### config.mk
export PLATFORM = sky130hd
export DESIGN_NAME = matrix_stream_bridge
export DESIGN_NICKNAME = d
export VERILOG_FILES = /design/src/rtl/matrix_stream_bridge.sv
export SDC_FILE = /design/constraint.sdc
export NUM_CORES = 2
export LEC_CHECK = 0
export ABC_AREA = 0
export CORE_AREA = 3 3 319 321
export DETAILED_ROUTE_END_ITERATION = 7
export DIE_AREA = 0 0 322 324
export GPL_ROUTABILITY_DRIVEN = 0
export MAX_ROUTING_LAYER = met4
export PLACE_DENSITY_LB_ADDON = 0.08
export SLEW_MARGIN = 40
export SYNTH_ARGS = -nofsm -noshare
export SYNTH_HDL_FRONTEND = slang
export SYNTH_SLANG_ARGS = --single-unit
### constraint.sdc
create_clock -name clk -period 9.8 [get_ports clk]
set_clock_uncertainty 0.2 [all_clocks]
set_input_delay 0.98 -clock clk [delete_from_list [all_inputs] [get_ports clk]]
set_output_delay 0.98 -clock clk [all_outputs]
set_load 0.005 [all_outputs]
### src/rtl/matrix_stream_bridge.sv
// Stream front/back end for the 4x4 matrix ALU: op word + A + B in, 16-element result out.
// Optional macro MSB_UNARY_SKIP_EN lets unary opcodes skip the B load.
module matrix_stream_bridge #(
    parameter int unsigned ELEM_W = 16,
    parameter int unsigned DIM    = 4
) (
    input  logic                      clk,
    input  logic                      rst,
    input  logic                      s_valid,
    output logic                      s_ready,
    input  logic [ELEM_W-1:0]         s_data,
    output logic [ELEM_W*DIM*DIM-1:0] alu_matrix_a,
    output logic [ELEM_W*DIM*DIM-1:0] alu_matrix_b,
    output logic [3:0]                alu_op,
    input  logic [ELEM_W*DIM*DIM-1:0] alu_matrix_c,
    output logic                      m_valid,
    input  logic                      m_ready,
    output logic [ELEM_W-1:0]         m_data,
    output logic                      m_last,
    output logic                      busy
);
    localparam int unsigned N  = DIM * DIM;
    localparam int unsigned MW = ELEM_W * N;
    localparam int unsigned CW = $clog2(N);
    localparam logic [CW-1:0] CntMax = CW'(N - 1);

    typedef enum logic [2:0] {StIdle, StLoadA, StLoadB, StExec, StDrain} state_t;

    state_t        state_q, state_d;
    logic [CW-1:0] cnt_q;
    logic [MW-1:0] a_q, b_q, res_q;
    logic [3:0]    op_q;
    logic          cnt_last, s_fire, m_fire, skip_b;

`ifdef MSB_UNARY_SKIP_EN
    function automatic logic is_unary(input logic [3:0] op);
        return op inside {4'h0, 4'h5, 4'h9, 4'hA, 4'hB, 4'hC};
    endfunction
    assign skip_b = is_unary(op_q);
`else
    assign skip_b = 1'b0;
`endif

    assign cnt_last = (cnt_q == CntMax);
    assign s_fire   = s_valid && s_ready;
    assign m_fire   = m_valid && m_ready;

    always_ff @(posedge clk) begin
        if (rst) begin
            state_q <= StIdle;
        end else begin
            state_q <= state_d;
        end
    end

    always_comb begin
        state_d = state_q;
        s_ready = 1'b0;
        m_valid = 1'b0;
        busy    = 1'b1;
        unique case (state_q)
            StIdle: begin
                s_ready = 1'b1;
                busy    = 1'b0;
                if (s_valid) state_d = StLoadA;
            end
            StLoadA: begin
                s_ready = 1'b1;
                if (s_valid && cnt_last) state_d = skip_b ? StExec : StLoadB;
            end
            StLoadB: begin
                s_ready = 1'b1;
                if (s_valid && cnt_last) state_d = StExec;
            end
            StExec: begin
                state_d = StDrain;
            end
            StDrain: begin
                m_valid = 1'b1;
                if (m_ready && cnt_last) state_d = StIdle;
            end
            default: state_d = StIdle;
        endcase
    end

    always_ff @(posedge clk) begin
        if (rst) begin
            cnt_q <= '0;
            a_q   <= '0;
            b_q   <= '0;
            res_q <= '0;
            op_q  <= '0;
        end else begin
            if (s_fire) begin
                unique case (state_q)
                    StIdle: begin
                        op_q <= s_data[3:0];
`ifdef MSB_UNARY_SKIP_EN
                        // Unary ops never load B, so present a clean zero operand.
                        if (is_unary(s_data[3:0])) b_q <= '0;
`endif
                    end
                    StLoadA: begin
                        a_q[cnt_q*ELEM_W +: ELEM_W] <= s_data;
                        cnt_q <= cnt_q + 1'b1;
                    end
                    StLoadB: begin
                        b_q[cnt_q*ELEM_W +: ELEM_W] <= s_data;
                        cnt_q <= cnt_q + 1'b1;
                    end
                    default: ;
                endcase
            end
            if (state_q == StExec) res_q <= alu_matrix_c;
            if (m_fire) cnt_q <= cnt_q + 1'b1;
        end
    end

    assign alu_matrix_a = a_q;
    assign alu_matrix_b = b_q;
    assign alu_op       = op_q;
    assign m_data       = (state_q == StDrain) ? res_q[cnt_q*ELEM_W +: ELEM_W] : '0;
    assign m_last       = (state_q == StDrain) && cnt_last;

endmodule
==> impl_metrics.py <==
metrics = {
    "logic_synthesis": {
        "yosys_warnings": 0,
        "netlist_area_mm2": 0.0313,
        "synth-edff-count": 0,
        "avgSynthCellArea_um2": 9.26,
        "yosysSeqAreaShare_pct": 49.8,
        "syn_inst": 3380,
        "async_flop_share_pct": 0,
        "ys.flop_type": "dfxtp_1",
        "synth_cell_types": 65,
        "postSynthNetCount": 3661,
        "ys_seq_elements": 779,
    },
    "critical_path": {
        "crit_type": "register to primary output",
        "start_kind": "register",
        "end_kind": "primary output",
        "crit_arrival_ns": 4.42,
        "r2r-start": "cnt_q[1]",
        "rrSetupSlack_ns": 5.84,
        "crit_required_ns": 8.62,
        "r2r_cells": 7,
        "reg2reg_to": "alu_matrix_a[109]",
        "cp_max_fo": 38,
    },
    "sta": {
        "fmax_mhz": 179,
        "min_period_ns": 5.60,
        "tns_ns": 0,
        "final_hold_viol_count": 0,
        "finalMaxSlewViolations": 0,
        "finalSetupViolCount": 0,
        "worst_pin_slew_ns": 0.843,
        "grt_setup_unrepaired": "no",
        "post-route-period-util_pct": 57.1,
        "maxSlewHeadroom_pct": 43.8,
    },
    "finish": {
        "seqCellArea_mm2": 0.0156,
        "drive_gt1_share_pct": 8.13,
        "finalNonFillerCells": 5473,
        "fin_util_pct": 44.0,
        "syn_to_final_growth_pct": 40.0,
        "multi_input_area_mm2": 0.0145,
        "fillers": 9906,
        "final_area_mm2": 0.0438,
        "final_nets": 4371,
        "most-common-layout-cells": "clkdlybuf4s50_1, nand2_1, dfxtp_1",
        "final_common_cell": "clkdlybuf4s50_1",
    },
    "clock_network": {
        "htreeDepth": 3,
        "cts_buffer_depth": 3,
        "path_clk_slew_ns": 0.07,
        "cts-root-buf": "clkbuf_16",
        "cts_tree": "yes",
        "cts_setup_buffers": 0,
        "cts.sinks": 779,
        "cts_made_buffers": 91,
        "cts_resized": 0,
        "insertion_delay_ns": 0.66,
        "hold_buffers": 0,
    },
    "floorplan": {
        "start_util_pct": 31.4,
        "core_region_area_mm2": 0.0996,
        "die_area_mm2": 0.104,
        "io_pins": 812,
        "die_w_um": 322,
        "die_y_um": 324,
        "row_count": 116,
    },
    "power": {
        "power_mw": 7.11,
        "p_per_area_mw_per_mm2": 162,
        "p_leak_nw": 16.0,
        "vdd_drop_max_mv": 0.107,
    },
    "run": {
        "cap_violations": 0,
    },
    "global_routing": {
        "track_usage_pct": 24.7,
        "grt_pass1_vias": 25387,
        "antenna_found_initial": 20,
        "grt_pass1_wl_um": 183000,
        "grt_max_degree": 184,
        "globalRouteOverflowTotal": 0,
    },
    "routing": {
        "wl_per_cell_um": 23.8,
        "drtAntennaViolNets": 0,
        "firstDrtPassIters": 6,
        "wl_um": 130000,
        "drc_errors": 0,
        "dr_total_vias": 26349,
        "vias_per_cell": 4.81,
        "drtIter0Drc": 1885,
    },
    "placement": {
        "dp_hpwl_um": 93700,
        "port_buffers": 811,
        "place_area_mm2": 0.0406,
        "dpl.cell_count": 5291,
    },
    "run_status": {
        "status": "completed",
    },
    "hold_path": {
        "hold_path.startpoint": "res_q[229]",
        "hold-path-endpoint": "res_q[229]",
        "min_path_type": "register to register",
        "hold_path_depth": 2,
    },
}
[logic make-up after synthesis]
family	after synthesis	share of synthesized area (%)
flops	779	49.8
buf+inv	306	4.28
simple gates	1370	19.9
compound gates	463	8.57
xor+xnor	4	0.160
mux	453	17.0
fa+ha+maj	5	0.200
[state kept, by name (all words and copies together) (netlist names)]
signal and flops:
cnt_q 4, alu_matrix_b 256, alu_matrix_a 256, res_q 256, state_q 3, alu_op 4
[final cells by class]
cell class,instances,area share (%)
Multi-Input combinational cell,2295,33.0
Clock buffer,136,6.35
Timing Repair Buffer,885,20.1
Sequential cell,779,35.6
Tap cell,1298,3.71
Antenna cell,15,0.0856
Inverter,38,0.325
Clock inverter,27,0.848
[how the worst max path moves through the flow]
stage	endpoint	slack (ns)	cells after the start	start
6_report	m_data[10]	4.20	6	cnt_q[0]
5_1_grt	m_data[11]	4.00	6	cnt_q[0]
4_1_cts	m_data[10]	3.80	6	cnt_q[0]
3_5_place_dp	m_data[10]	4.57	6	cnt_q[0]
3_3_place_gp	m_data[10]	4.61	6	cnt_q[0]
2_1_floorplan	alu_matrix_a[198]	6.40	10	cnt_q[1]
[power by group]
group | switching [mW] | internal [mW] | leakage, nW
Clock | 1.40 | 2.19 | 1.57
Sequential | 0.00825 | 3.17 | 6.27
Combinational | 0.188 | 0.160 | 8.13
Total | 1.59 | 5.52 | 16.0
[Yosys cell counts, types with 4 or more instances]
| master | instances | share of area [%] |
|---|---|---|
| nand2_1 | 804 | 9.6 |
| dfxtp_1 | 779 | 50 |
| mux2i_1 | 389 | 12 |
| a21oi_1 | 372 | 5.9 |
| nand2b_1 | 210 | 4.2 |
| nor2_1 | 203 | 2.4 |
| clkbuf_1 | 200 | 2.4 |
| mux4_2 | 64 | 4.6 |
| inv_1 | 38 | 0.46 |
| and3_1 | 37 | 0.74 |
| o21ai_0 | 33 | 0.53 |
| buf_2 | 29 | 0.46 |
| and2_1 | 28 | 0.56 |
| nor2b_1 | 20 | 0.40 |
| a22oi_1 | 16 | 0.38 |
| o221ai_1 | 16 | 0.45 |
| buf_4 | 15 | 0.36 |
| buf_6 | 13 | 0.47 |
| buf_1 | 10 | 0.12 |
| nand3_1 | 10 | 0.16 |
| nor3_1 | 7 | 0.11 |
| or3_1 | 7 | 0.14 |
| nand4_1 | 6 | 0.12 |
| a2111oi_4 | 5 | 0.44 |
| ha_1 | 5 | 0.20 |
| and4_1 | 4 | 0.11 |
| nor4_4 | 4 | 0.27 |
| o2111ai_2 | 4 | 0.19 |
| o211ai_2 | 4 | 0.16 |
[worst max-delay path, stage by stage, from the launching register on]
cell             delay (ns)
dfxtp_4                0.59
buf_4                  0.58
buf_6                  0.53
mux4_2                 0.57
a22oi_1                0.44
o221ai_1               0.38
clkdlybuf4s50_1        0.56
[per-stage QoR]
stage | hold slack, ns | worst slack [ns]
3_3_place_gp | 0.239 | 4.61
5_1_grt | 0.264 | 4.00
3_5_place_dp | 0.243 | 4.57
2_1_floorplan | 0.233 | 6.40
6_report | 0.249 | 4.20
4_1_cts | 0.251 | 3.80
[metal layers]
metal / wire (um) / global-route usage (%) / up-vias
li1: - / - / 12755
met1: 52200 / 28.3 / 12600
met2: 65200 / 41.9 / 821
met3: 8390 / 5.61 / 173
met4: 4490 / 9.38 / 0
met5: 0 / - / -
Note: power is estimated with default switching activity, not from simulation.
